[config.mk]
export PLATFORM = sky130hd
export DESIGN_NAME = gd_ctrl_nd
export DESIGN_NICKNAME = d
export VERILOG_FILES = /design/src/rtl/gd_pkg.sv /design/src/rtl/gd_step_nd.sv /design/src/rtl/gd_ctrl_nd.sv
export SDC_FILE = /design/constraint.sdc
export NUM_CORES = 1
export LEC_CHECK = 0
export BUFFER_PORTS_ARGS = -buffer_cell sky130_fd_sc_hd__buf_4
export CELL_PAD_IN_SITES_DETAIL_PLACEMENT = 0
export CELL_PAD_IN_SITES_GLOBAL_PLACEMENT = 1
export CORE_ASPECT_RATIO = 0.6
export CORE_MARGIN = 2
export CORE_UTILIZATION = 50
export CTS_CLUSTER_DIAMETER = 200
export DETAILED_ROUTE_END_ITERATION = 12
export HOLD_SLACK_MARGIN = 0.02
export PLACE_DENSITY_LB_ADDON = 0.1
export SLEW_MARGIN = 20
export SYNTH_ARGS = -nofsm -noshare
export SYNTH_HDL_FRONTEND = slang
export SYNTH_SLANG_ARGS = --single-unit
[constraint.sdc]
create_clock -name clk -period 18.8 [get_ports clk]
set_clock_uncertainty 0.05 [all_clocks]
set_input_delay 3.76 -clock clk [delete_from_list [all_inputs] [get_ports clk]]
set_output_delay 3.76 -clock clk [all_outputs]
set_load 0.01 [all_outputs]
[src/rtl/gd_pkg.sv]
// Shared definitions for the N-dimensional gradient-descent controller:
// FSM encoding, exit causes and a generic signed saturation helper.
package gd_pkg;

  typedef enum logic [2:0] {
    S_IDLE,
    S_INIT,
    S_REQ,
    S_WAIT,
    S_UPD,
    S_DONE
  } state_t;

  localparam logic [1:0] EXIT_MAXIT = 2'd0;
  localparam logic [1:0] EXIT_CONV  = 2'd1;
  localparam logic [1:0] EXIT_STEP  = 2'd2;

  // Clamp a sign-extended value into the signed range of a w-bit word.
  function automatic logic signed [63:0] sat_s(input logic signed [63:0] v, input int w);
    logic signed [63:0] hi;
    logic signed [63:0] lo;
    hi = (64'sd1 <<< (w - 1)) - 64'sd1;
    lo = -(64'sd1 <<< (w - 1));
    if (v > hi) begin
      return hi;
    end else if (v < lo) begin
      return lo;
    end
    return v;
  endfunction

endpackage

[src/rtl/gd_step_nd.sv]
// Per-lane saturating step: res_i = sat(base_i - (g_i >>> sh)) in signed XW format.
module gd_step_nd
  import gd_pkg::*;
#(
  parameter int NUM_DIMS = 4,
  parameter int XW       = 16,
  parameter int SH_W     = 4
) (
  input  logic [NUM_DIMS*XW-1:0] base,
  input  logic [NUM_DIMS*XW-1:0] g,
  input  logic [SH_W-1:0]        sh,
  output logic [NUM_DIMS*XW-1:0] res
);

  generate
    for (genvar gi = 0; gi < NUM_DIMS; gi++) begin : g_lane
      logic signed [XW-1:0] b_l;
      logic signed [XW-1:0] g_l;
      logic signed [XW-1:0] d_l;
      logic signed [XW:0]   diff;
      logic [XW-1:0]        lane_res;

      // One guard bit is enough to hold any difference before clamping.
      always_comb begin
        b_l      = base[gi*XW +: XW];
        g_l      = g[gi*XW +: XW];
        d_l      = g_l >>> sh;
        diff     = {b_l[XW-1], b_l} - {d_l[XW-1], d_l};
        lane_res = XW'(sat_s({{(63 - XW){diff[XW]}}, diff}, XW));
      end

      assign res[gi*XW +: XW] = lane_res;
    end
  endgenerate

endmodule

[src/rtl/gd_ctrl_nd.sv]
// Gradient-descent controller: drives an external evaluator, tracks the best point,
// backtracks with a halved step on non-improvement and reports why it stopped.
module gd_ctrl_nd
  import gd_pkg::*;
#(
  parameter int NUM_DIMS   = 4,
  parameter int INT_W      = 8,
  parameter int FRAC_W     = 8,
  parameter int Z_W        = 32,
  parameter int MAX_ITER   = 50,
  parameter int SHIFT_INIT = 2,
  parameter int SHIFT_MAX  = 10,
  parameter int CONV_TOL   = 64
) (
  input  logic                                 clk,
  input  logic                                 rst_n,
  input  logic                                 start,
  input  logic [NUM_DIMS*INT_W-1:0]            x_init,
  output logic                                 eval_req,
  output logic [NUM_DIMS*(INT_W+FRAC_W)-1:0]   eval_x,
  input  logic                                 eval_done,
  input  logic [Z_W-1:0]                       eval_z,
  input  logic [NUM_DIMS*(INT_W+FRAC_W)-1:0]   eval_grad,
  output logic [Z_W-1:0]                       z_min,
  output logic [NUM_DIMS*INT_W-1:0]            x_min,
  output logic [$clog2(MAX_ITER+1)-1:0]        iter_used,
  output logic                                 done,
  output logic [1:0]                           exit_code
);

  localparam int XW   = INT_W + FRAC_W;
  localparam int IT_W = $clog2(MAX_ITER + 1);
  localparam int SH_W = $clog2(SHIFT_MAX + 3);

  localparam logic [Z_W-1:0]  Z_MAX    = {1'b0, {(Z_W - 1){1'b1}}};
  localparam logic [Z_W:0]    TOL      = (Z_W + 1)'(CONV_TOL);
  localparam logic [IT_W-1:0] IT_MAX   = IT_W'(MAX_ITER);
  localparam logic [SH_W-1:0] SH_START = SH_W'(SHIFT_INIT);
  localparam logic [SH_W-1:0] SH_LIM   = SH_W'(SHIFT_MAX);
  localparam logic [XW:0]     HALF     = (XW + 1)'(1) << (FRAC_W - 1);

  state_t                   state;
  logic [NUM_DIMS*XW-1:0]   x_best;
  logic [NUM_DIMS*XW-1:0]   g_best;
  logic [NUM_DIMS*XW-1:0]   grad_reg;
  logic [Z_W-1:0]           z_reg;
  logic [Z_W-1:0]           z_prev;
  logic [SH_W-1:0]          shift;
  logic                     first;

  logic                     improved;
  logic                     conv;
  logic                     exhaust;
  logic                     at_cap;
  logic [SH_W-1:0]          sh_inc;
  logic [SH_W-1:0]          step_sh;
  logic [NUM_DIMS*XW-1:0]   step_base;
  logic [NUM_DIMS*XW-1:0]   step_g;
  logic [NUM_DIMS*XW-1:0]   x_next;
  logic [NUM_DIMS*XW-1:0]   x_start;
  logic [NUM_DIMS*INT_W-1:0] x_min_next;
  logic signed [Z_W:0]      dz;
  logic [Z_W:0]             adz;

  // A non-improving step restarts from the best point with the next, smaller step.
  always_comb begin
    improved  = $signed(z_reg) < $signed(z_min);
    sh_inc    = shift + SH_W'(1);
    step_base = improved ? eval_x : x_best;
    step_g    = improved ? grad_reg : g_best;
    step_sh   = improved ? shift : sh_inc;
    dz        = $signed({z_reg[Z_W-1], z_reg}) - $signed({z_prev[Z_W-1], z_prev});
    adz       = dz[Z_W] ? -dz : dz;
    conv      = !first && (adz <= TOL);
    exhaust   = !improved && (sh_inc > SH_LIM);
    at_cap    = (iter_used == IT_MAX);
  end

  gd_step_nd #(
    .NUM_DIMS (NUM_DIMS),
    .XW       (XW),
    .SH_W     (SH_W)
  ) u_step (
    .base (step_base),
    .g    (step_g),
    .sh   (step_sh),
    .res  (x_next)
  );

  generate
    for (genvar gi = 0; gi < NUM_DIMS; gi++) begin : g_dim
      logic signed [XW:0] rnd;
      logic signed [XW:0] q;
      logic [INT_W-1:0]   xr_l;

      // Round half toward +inf, then clamp so 127.5 and above cannot wrap.
      always_comb begin
        rnd  = $signed({x_best[gi*XW+XW-1], x_best[gi*XW +: XW]}) + $signed(HALF);
        q    = rnd >>> FRAC_W;
        xr_l = INT_W'(sat_s({{(63 - XW){q[XW]}}, q}, INT_W));
      end

      assign x_min_next[gi*INT_W +: INT_W] = xr_l;
      assign x_start[gi*XW +: XW]          = {x_init[gi*INT_W +: INT_W], {FRAC_W{1'b0}}};
    end
  endgenerate

  always_ff @(posedge clk or negedge rst_n) begin
    if (!rst_n) begin
      state     <= S_IDLE;
      eval_req  <= 1'b0;
      eval_x    <= '0;
      z_min     <= Z_MAX;
      x_min     <= '0;
      iter_used <= '0;
      done      <= 1'b0;
      exit_code <= EXIT_MAXIT;
      x_best    <= '0;
      g_best    <= '0;
      grad_reg  <= '0;
      z_reg     <= '0;
      z_prev    <= '0;
      shift     <= SH_START;
      first     <= 1'b1;
    end else begin
      eval_req <= 1'b0;
      x_min    <= x_min_next;
      case (state)
        S_IDLE: begin
          if (start) state <= S_INIT;
        end
        S_INIT: begin
          eval_x    <= x_start;
          x_best    <= x_start;
          z_min     <= Z_MAX;
          shift     <= SH_START;
          iter_used <= '0;
          first     <= 1'b1;
          done      <= 1'b0;
          eval_req  <= 1'b1;
          state     <= S_REQ;
        end
        S_REQ: begin
          state <= S_WAIT;
        end
        S_WAIT: begin
          if (eval_done) begin
            z_reg     <= eval_z;
            grad_reg  <= eval_grad;
            iter_used <= iter_used + IT_W'(1);
            state     <= S_UPD;
          end
        end
        S_UPD: begin
          if (improved) begin
            z_min  <= z_reg;
            x_best <= eval_x;
            g_best <= grad_reg;
          end else begin
            shift <= sh_inc;
          end
          eval_x <= x_next;
          z_prev <= z_reg;
          first  <= 1'b0;
          if (conv) begin
            exit_code <= EXIT_CONV;
            done      <= 1'b1;
            state     <= S_DONE;
          end else if (exhaust) begin
            exit_code <= EXIT_STEP;
            done      <= 1'b1;
            state     <= S_DONE;
          end else if (at_cap) begin
            exit_code <= EXIT_MAXIT;
            done      <= 1'b1;
            state     <= S_DONE;
          end else begin
            eval_req <= 1'b1;
            state    <= S_REQ;
          end
        end
        S_DONE: begin
          if (!start) begin
            done  <= 1'b0;
            state <= S_IDLE;
          end
        end
        default: state <= S_IDLE;
      endcase
    end
  end

endmodule

# ---- Word-level counts from Yosys, hierarchy flattened
# Index checks and enable logic that the tools add are counted.
dict set report word_totals {
  reg_bits 402
  latchBits 0
  ramBits 0
  mem_bits_ro 0
  inputBits 132
  out_inout_bits 138
  word_cells 147
  mem_count 0
}
dict set report op_classes {
  add_sub_neg 12
  mul 0
  div 0
  magnitude_cmp 19
  n_eq_ne 11
  shifts 4
  muxes 71
  bitwise 0
  n_reduce_logical 15
}
# operator count
set op_table {}
lappend op_table {{64-bit case mux with 2 select lines} 2}
lappend op_table {{16-bit 2-to-1 mux} 12}
lappend op_table {{64-bit 2-to-1 mux} 2}
lappend op_table {{8-bit 2-to-1 mux} 12}
lappend op_table {{16-bit by 9-bit adder with 17-bit output (second input constant)} 4}
lappend op_table {{17-bit by 16-bit greater-than comparator with 1-bit output (second input constant)} 4}
lappend op_table {{17-bit by 16-bit less-than comparator with 1-bit output (second input constant)} 4}
lappend op_table {{16-bit by 16-bit subtractor with 17-bit output} 4}
lappend op_table {{32-bit case mux with 2 select lines} 1}
lappend op_table {{16-bit by 4-bit >>> shifter with 16-bit output} 4}
lappend op_table {{9-bit by 8-bit greater-than comparator with 1-bit output (second input constant)} 4}
lappend op_table {{9-bit by 8-bit less-than comparator with 1-bit output (second input constant)} 4}
lappend op_table {{33-bit by 7-bit less-or-equal comparator with 1-bit output (second input constant)} 1}
lappend op_table {{33-bit 2-to-1 mux} 1}
lappend op_table {{33-bit negator} 1}
lappend op_table {{32-bit by 32-bit subtractor with 33-bit output} 1}
lappend op_table {{32-bit less-than comparator} 1}
lappend op_table {{32-bit 2-to-1 mux} 1}
lappend op_table {{1-bit 2-to-1 mux} 23}
lappend op_table {{3-bit 2-to-1 mux} 6}
lappend op_table {{3-bit case mux with 6 select lines} 1}
lappend op_table {{6-bit case mux with 2 select lines} 1}
lappend op_table {{2-bit != test (second input constant)} 4}
lappend op_table {{4-bit case mux with 2 select lines} 1}
lappend op_table {{20 further kinds} 33}

# ---- Depth between registers and ports, before layout
# Gate-level depths: netlist of run 1.
dict set report depth {
  ltp_word 9
  mapped_depth 34
  depth_no_buf 31
}

# ---- Hierarchy
# Synthesis of run 1 repeated with hierarchy kept, for this count alone.
dict set report unflattened {
  cells_unflattened 3274
  area_unflattened_um2 27599.0
}
# module n_inst cells_each area_per_inst_um2 seq_area_each_um2
set by_module_without_submodules {}
lappend by_module_without_submodules {gd_ctrl_nd 1 2393 21667.0 10100.9}
lappend by_module_without_submodules {gd_step_nd 1 881 5931.9 0.0}

# ---- Worst setup path before layout of run 1
# Ideal clock, no wire load.
dict set report synth_timing {
  path_kind {flip-flop to flip-flop}
  from {register z_min[30]}
  to {register eval_x[32]}
  setup_ns 0.121
  arrival_time_ns 6.572
  required_time_ns 18.629
  setup_slack_ns 12.057
  path_stages_with_launch 33
  n_path_buf 3
  period_less_slack_ns 6.743
  path_cell_list {dfstp_2 > inv_1 > ha_1 > nand3_1 > or3_1 > nor3_1 > nand2_1 > a31o_2 > and4b_1 > or2_2 > buf_2 > buf_1 > mux4_2 > mux2i_1 > mux2i_1 > nor2_1 > a21oi_1 > ha_1 > inv_1 > fa_1 > a21o_1 > a21oi_1 > o21ai_0 > a21oi_1 > nor2b_1 > o21a_1 > o31a_1 > o41ai_1 > o211ai_1 > mux2_2 > and2_1 > clkbuf_1 > a22o_1}
}
dict set report synth_between {
  elab_chain_cells 9
  elab_cells_between_ends 13
  classes_between {add/sub: 1; order compare: 3; shift: 1; mux: 8}
}
# item line_no
set synth_rtl {}
lappend synth_rtl {{from (decl)} gd_ctrl_nd.sv:24} ;# output logic [Z_W-1:0] z_min,
lappend synth_rtl {{from (signal assigned)} gd_ctrl_nd.sv:156} ;# z_min <= z_reg;
lappend synth_rtl {{32-bit less-than comparator *} gd_ctrl_nd.sv:67} ;# improved = $signed(z_reg) < $signed(z_min);
lappend synth_rtl {{64-bit 2-to-1 mux / 4-bit 2-to-1 mux (equally long branches)} -}
lappend synth_rtl {{16-bit by 4-bit >>> shifter with 16-bit output} gd_step_nd.sv:27} ;# d_l = g_l >>> sh;
lappend synth_rtl {{16-bit by 16-bit subtractor with 17-bit output *} gd_step_nd.sv:28} ;# diff = {b_l[XW-1], b_l} - {d_l[XW-1], d_l};
lappend synth_rtl {{17-bit by 16-bit less-than comparator with 1-bit output} gd_pkg.sv:26} ;# end else if (v < lo) begin
lappend synth_rtl {{1-bit 2-to-1 mux} gd_pkg.sv:26}
lappend synth_rtl {{1-bit 2-to-1 mux} gd_pkg.sv:24} ;# if (v > hi) begin
lappend synth_rtl {{16-bit 2-to-1 mux *} gd_pkg.sv:29} ;# return v;
lappend synth_rtl {{64-bit case mux with 2 select lines *} gd_ctrl_nd.sv:128} ;# case (state)
lappend synth_rtl {{to (signal assigned)} gd_ctrl_nd.sv:133} ;# eval_x <= x_start;
lappend synth_rtl {{to (signal assigned)} gd_ctrl_nd.sv:162} ;# eval_x <= x_next;
lappend synth_rtl {{to (decl)} gd_ctrl_nd.sv:20} ;# output logic [NUM_DIMS*(INT_W+FRAC_W)-1:0] eval_x,
# Every way passes the cells marked *; elsewhere a longest branch is shown, timed or not.
# A chain may end at the register's enable or synchronous reset.

# ---- Worst setup path in the final report of run 1
dict set report layout_timing {
  from {register z_reg[31]}
  to {register eval_x[62]}
}
dict set report layout_between {
  elab_chain_cells 9
  elab_cells_between_ends 13
  classes_between {add/sub: 1; order compare: 3; shift: 1; mux: 8}
}
# item line_no
set layout_rtl {}
lappend layout_rtl {{from (decl)} gd_ctrl_nd.sv:46} ;# logic [Z_W-1:0] z_reg;
lappend layout_rtl {{from (signal assigned)} gd_ctrl_nd.sv:148} ;# z_reg <= eval_z;
lappend layout_rtl {{32-bit less-than comparator *} gd_ctrl_nd.sv:67}
lappend layout_rtl {{64-bit 2-to-1 mux / 4-bit 2-to-1 mux (equally long branches)} -}
lappend layout_rtl {{16-bit by 4-bit >>> shifter with 16-bit output} gd_step_nd.sv:27}
lappend layout_rtl {{16-bit by 16-bit subtractor with 17-bit output *} gd_step_nd.sv:28}
lappend layout_rtl {{17-bit by 16-bit less-than comparator with 1-bit output} gd_pkg.sv:26}
lappend layout_rtl {{1-bit 2-to-1 mux} gd_pkg.sv:26}
lappend layout_rtl {{1-bit 2-to-1 mux} gd_pkg.sv:24}
lappend layout_rtl {{16-bit 2-to-1 mux *} gd_pkg.sv:29}
lappend layout_rtl {{64-bit case mux with 2 select lines *} gd_ctrl_nd.sv:128}
# Marked as above.

==> flow_summary.toml, run 1 <==
[run_status]
outcome = "finished, final reports clean"

[clocking]
htree_num_levels = 2
post_cts_buffers = 0
cts_sinks = 402
path_clk_slew_ns = 0.07
clockBufferDepth = 3
cts_tree = "built"
cts_buffers = 42
postCtsResizedCells = 0
holdBufCountCts = 0
insertion_delay_ns = 0.57
cts_root_buf = "clkbuf_16"

[worst_setup_path]
cp.required_ns = 19.23
worstSetupStartpoint = "z_reg[31]$_DFFE_PN0P_"
end_kind = "flop"
cp-start-kind = "flop"
crit_top_cell = "a21oi_1"
slowest_stage = "a211oi_2"
reg2reg_from = "z_reg[31]$_DFFE_PN0P_"
critical_path.top_delay_family = "compound AO/OA/AOI/OAI gates"
critPathArrivalTime_ns = 10.26
worstSetupPathType = "reg2reg"
critPathMaxStageDelay_ns = 0.95
cp_num_buf_inv = 1
rrSetupSlack_ns = 8.97
cp_max_fo = 66

[synthesis]
synth-seq-cells = 402
synth_edf_count = 0
syn_area_um2 = 26900
synthCells = 3024
async_flop_share = 1.00
ys_seq_area_frac = 0.376
ys_warn_count = 0
yosysUniqueCellTypes = 98
synth_area_per_cell_um2 = 8.89
synth_nets = 3296
ys.flop_type = "dfrtp_1"

[timing]
tightestPinTransition_ns = 1.10
slew_headroom = 0.263
hold_violations = 0
fin_tns_setup_ns = 0
max_freq_ghz = 0.102
period_needed_ns = 9.83
finalMaxSlewViolations = 0
post-route-period-util = 0.523
rsz0062_at_grt = "no"
setup_viol = 0

[die]
ioPinCount = 270
design.core.area_um2 = 52900
initial_core_util = 0.509
rows = 65
die_h_um = 184
die-area_um2 = 55700
die_w_um = 303

[grt]
grt-ovfl-total = 0
grt.total_usage = 0.312
grt_pass1_vias = 22351
grt_max_degree = 166
antenna_found_initial = 1
grt_pass1_wl_mm = 134

[run]
cap_violations = 0

[routing]
drcViolationCount = 0
drt-initial-drc-count = 2656
wire_per_inst_um = 22.2
num_vias = 23924
via_per_inst = 6.10
drt_wl_total_mm = 87.0
antenna_left = 0
dr.pass1.iters = 5

[worst_hold_path]
hold_class = "reg2reg"
min_from = "first$_DFFE_PN1P_"

[placed_design]
post-place-cells = 3842
dp_hpwl_mm = 64.6
gp_congestion = 0.938
port_buffers = 269
placed_area_um2 = 29300

[cells_and_area]
final_area_um2 = 30700
area_delta_synth_final_pct = 14.2
finalNonFillerCells = 3919
finalNetCount = 3455
fillerInstances = 4684
drive_above_1_share = 0.200
antenna_cells = 0
==> layout by cell type, fill, tap and decap left out, types with 12 or more instances in the layout <==
| cell type | count |
|---|---|
| nand2_1 | 606 |
| dfrtp_1 | 368 |
| buf_4 | 289 |
| nor2_1 | 254 |
| o21ai_0 | 193 |
| a21oi_1 | 157 |
| ha_1 | 135 |
| mux2_2 | 126 |
| inv_1 | 112 |
| a31oi_1 | 77 |
| nand3_1 | 64 |
| mux4_2 | 61 |
| mux2i_1 | 57 |
| xnor2_1 | 47 |
| clkbuf_16 | 45 |
| xor2_1 | 39 |
| a21o_1 | 38 |
| dfstp_2 | 33 |
| nor3_1 | 32 |
| a22o_1 | 30 |
| and3_1 | 28 |
| a211oi_1 | 23 |
| o22ai_1 | 21 |
| nand4_1 | 18 |
| o21a_1 | 18 |
| nor2b_1 | 17 |
| nand2b_1 | 15 |
| and2_1 | 15 |
| o21bai_1 | 15 |
| a21boi_0 | 14 |
| o32ai_1 | 13 |
| a22oi_1 | 13 |
| or3_1 | 12 |
| o211ai_1 | 12 |
| a221o_1 | 12 |
==> synthesized netlist by cell type, drive strengths merged (30+ instances only) <==
cell type,instances,area share
nand2,610,0.085
dfrtp,369,0.34
nor2,256,0.036
o21ai,204,0.039
a21oi,162,0.031
ha,135,0.063
mux2,126,0.053
clkbuf,115,0.016
inv,112,0.016
a31oi,78,0.018
nand3,67,0.013
buf,62,0.013
mux4,61,0.051
mux2i,57,0.021
xnor2,50,0.017
a21o,39,0.011
xor2,39,0.013
nor3,34,0.0065
dfstp,33,0.032
a22o,30,0.0098
and3,30,0.0072
==> through the flow <==
stage                      util  hold slack, ns  setup slack [ns]
final                     0.581           0.414              8.97
after detailed placement  0.554           0.401              9.37
after global placement    0.554           0.401              9.59
after floorplan               -           0.389             12.06
after CTS                 0.581           0.413              9.26
after global routing      0.581           0.461              8.15
==> worst register-to-register path, delay by kind of cell (launching register included) <==
kind | cells | cell delay, ns
compound gates | 17 | 4.78
simple gates | 5 | 2.03
mux | 2 | 0.87
fa+ha+maj | 2 | 0.85
buf+inv | 1 | 0.75
flops | 1 | 0.42
==> layer usage <==
layer,vias to the layer above,global-route usage,wire length [um]
met5,-,0,0
met4,0,0.0488,1270
met3,86,0.0879,9450
met2,1079,0.382,31200
met1,11655,0.529,45000
li1,11104,-,-
==> logic make-up after synthesis <==
group | after synthesis | share of synthesized area
and+or+nand+nor | 1128 | 0.183
xor gates and xnor gates | 89 | 0.0293
DFF | 402 | 0.376
adders and majority gates | 140 | 0.0665
AOI/OAI and AO/OA | 732 | 0.176
buffers and inverters | 289 | 0.0445
muxes | 244 | 0.125
==> worst paths after layout <==
kind | endpoint | depth (start not counted)
min in group asynchronous | z_reg[28]$_DFFE_PN0P_ | 1
max reg2reg | eval_x[62]$_DFFE_PN0P_ | 27
max | eval_x[62]$_DFFE_PN0P_ | 27
min reg2reg | first$_DFFE_PN1P_ | 2
max in group asynchronous | shift[0]$_DFFE_PN0P_ | 3
min | first$_DFFE_PN1P_ | 2
==> layout make-up <==
class	count	area, um2	area share
clock buffers	60	1220	0.0398
clock inverters	17	194	0.00631
inverters	112	420	0.0137
multi-input cells	2333	15700	0.510
flip-flops and latches	402	10100	0.329
well taps	703	880	0.0286
repair buffers	292	2220	0.0721
Power of run 1 is not shown: default switching activity piles up to over one toggle a cycle in this logic, so the estimate is an artifact.
==> run 2: changes to the inputs <==
CORE_UTILIZATION = 42   (was 50)
clock period = 8.16 ns   (was 18.8 ns; I/O delays follow)
==> run 2 against run 1 <==
Critical path depth rose by 2. Maximum frequency rose by 28%. Cell area rose by 5.3%. Die area rose by 19%. Via count rose by 1.3%. First-iteration DRC count fell by 20%. Worst hold slack improved by 0.0080 ns. Global-route usage fell by 3.6 points. Core utilization fell by 6.7 points. Largest cell class unchanged.
==> flow_summary.toml, run 2 (synthesis gave the netlist of run 1 again) <==
[run_status]
outcome = "finished, final reports clean"

[placed_design]
port_buffers = 269
gp_congestion = 0.946
dp_hpwl_mm = 70.8

[cells_and_area]
drive_above_1_share = 0.240
register_area_um2 = 10100
area_delta_synth_final_pct = 20.3
multi_input_area_um2 = 15700
fillerInstances = 5924
finalNetCount = 3615
antenna_cells = 0
mostFrequentLayoutCells = "nand2_1 (606), buf_4 (437), dfrtp_1 (368), nor2_1 (254), o21ai_0 (192)"
final_util = 0.514
layout_commonest_cell = "nand2_1"

[worst_hold_path]
hold_class = "reg2reg"
min_to = "first$_DFFE_PN1P_"
min_from = "first$_DFFE_PN1P_"
whs_path_depth = 2

[die]
die-area_um2 = 66100
initial_core_util = 0.427
die_h_um = 200
rows = 71
design.core.area_um2 = 63000
ioPinCount = 270
die_w_um = 331

[routing]
num_vias = 24237
wire_per_inst_um = 22.0
drt_wl_total_mm = 92.9
antenna_left = 0
dr.pass1.iters = 6
via_per_inst = 5.75
drt-initial-drc-count = 2129
drcViolationCount = 0

[timing]
setup_viol = 0
period_needed_ns = 7.71
max_freq_ghz = 0.130
rsz0062_at_grt = "no"
post-route-period-util = 0.945
tightestPinTransition_ns = 0.979
hold_violations = 0
worst_hold_slack_ns = 0.422
fin_tns_setup_ns = 0
finalMaxSlewViolations = 0
slew_headroom = 0.347

[run]
cap_violations = 0

[worst_setup_path]
r2r_cells = 29
worstSetupPathType = "reg2reg"
cp.required_ns = 8.55
slowest_stage = "or3_1"
cp_max_fo = 9
critPathArrivalTime_ns = 8.10
cp-start-kind = "flop"
end_kind = "flop"
rrSetupSlack_ns = 0.45
reg2reg_from = "z_reg[31]$_DFFE_PN0P_"
critPathMaxStageDelay_ns = 0.52
timing.rr.end = "eval_x[46]$_DFFE_PN0P_"

[grt]
grt_pass1_wl_mm = 139
grt.total_usage = 0.277
antenna_found_initial = 0
grt-ovfl-total = 0
grt_pass1_vias = 22241
grt_max_degree = 151

[clocking]
path_clk_slew_ns = 0.07
cts_root_buf = "clkbuf_16"
clockBufferDepth = 3
holdBufCountCts = 0
insertion_delay_ns = 0.60
htree_num_levels = 2
cts_buffers = 43
cts_tree = "built"
cts_sinks = 402
-- run 2: cell types whose count changed in the layout (fill, tap and decap cells not counted), sizes merged --
cell      previous run  this run
inv                112       114
clkinv              11         7
clkinvlp             2         3
bufinv               4         6
buf                292       451
-- run 2: final cells by class --
cell class / count / area share
Clock buffer: 60 / 0.0390
Multi-Input combinational cell: 2333 / 0.485
Sequential cell: 402 / 0.312
Timing Repair Buffer: 451 / 0.110
Clock inverter: 18 / 0.00804
Tap cell: 839 / 0.0324
Inverter: 112 / 0.0130
-- run 2: how the worst max path moves through the flow --
| stage | cells after the start | startpoint | to |
|---|---|---|---|
| floorplan | 32 | z_min[30]$_DFFE_PN1P_ | eval_x[32]$_DFFE_PN0P_ |
| global placement | 32 | z_min[31]$_DFFE_PN0P_ | eval_x[21]$_DFFE_PN0P_ |
| detailed placement | 31 | z_reg[31]$_DFFE_PN0P_ | eval_x[17]$_DFFE_PN0P_ |
| CTS | 30 | z_min[31]$_DFFE_PN0P_ | eval_x[46]$_DFFE_PN0P_ |
| global route | 29 | z_reg[31]$_DFFE_PN0P_ | eval_x[46]$_DFFE_PN0P_ |
| finish | 29 | z_reg[31]$_DFFE_PN0P_ | eval_x[46]$_DFFE_PN0P_ |
-- run 2: timing repair --
| item | 4_1_cts | 5_1_grt |
|---|---|---|
| resized for setup | 2 | 5 |
| endpoints found under the setup margin | 22 | 62 |
| buffers inserted | 0 | 1 |
| pin swaps | 0 | 1 |
| gates cloned | 0 | 0 |
-- run 2: layer usage --
| metal | global-route usage | part of all wire | up-vias |
|---|---|---|---|
| met5 | 0 | 0 | - |
| met4 | 0.0375 | 0.0090 | 0 |
| met3 | 0.0739 | 0.098 | 63 |
| met2 | 0.323 | 0.35 | 926 |
| met1 | 0.482 | 0.55 | 11822 |
| li1 | - | - | 11426 |
-- run 2: critical path: cells and delay by family, from the launching register on --
kind / cells / cell delay (ns)
compound gates: 13 / 3.05
simple gates: 9 / 2.08
fa+ha+maj: 2 / 0.75
buf+inv: 3 / 0.62
flops: 1 / 0.42
mux: 1 / 0.34
xor+xnor: 1 / 0.21
-- run 2: through the flow --
step | std cells | area [um2] | worst slack [ns]
global route | 4215 | 32400 | 0.0202
finish | 4215 | 32400 | 0.450
detailed placement | 4136 | 30800 | -0.111
floorplan | 3024 | 26900 | 1.42
CTS | 4214 | 32300 | 0.0516
global placement | 4136 | 30800 | -0.531
Power of run 2 is left out for the same reason.
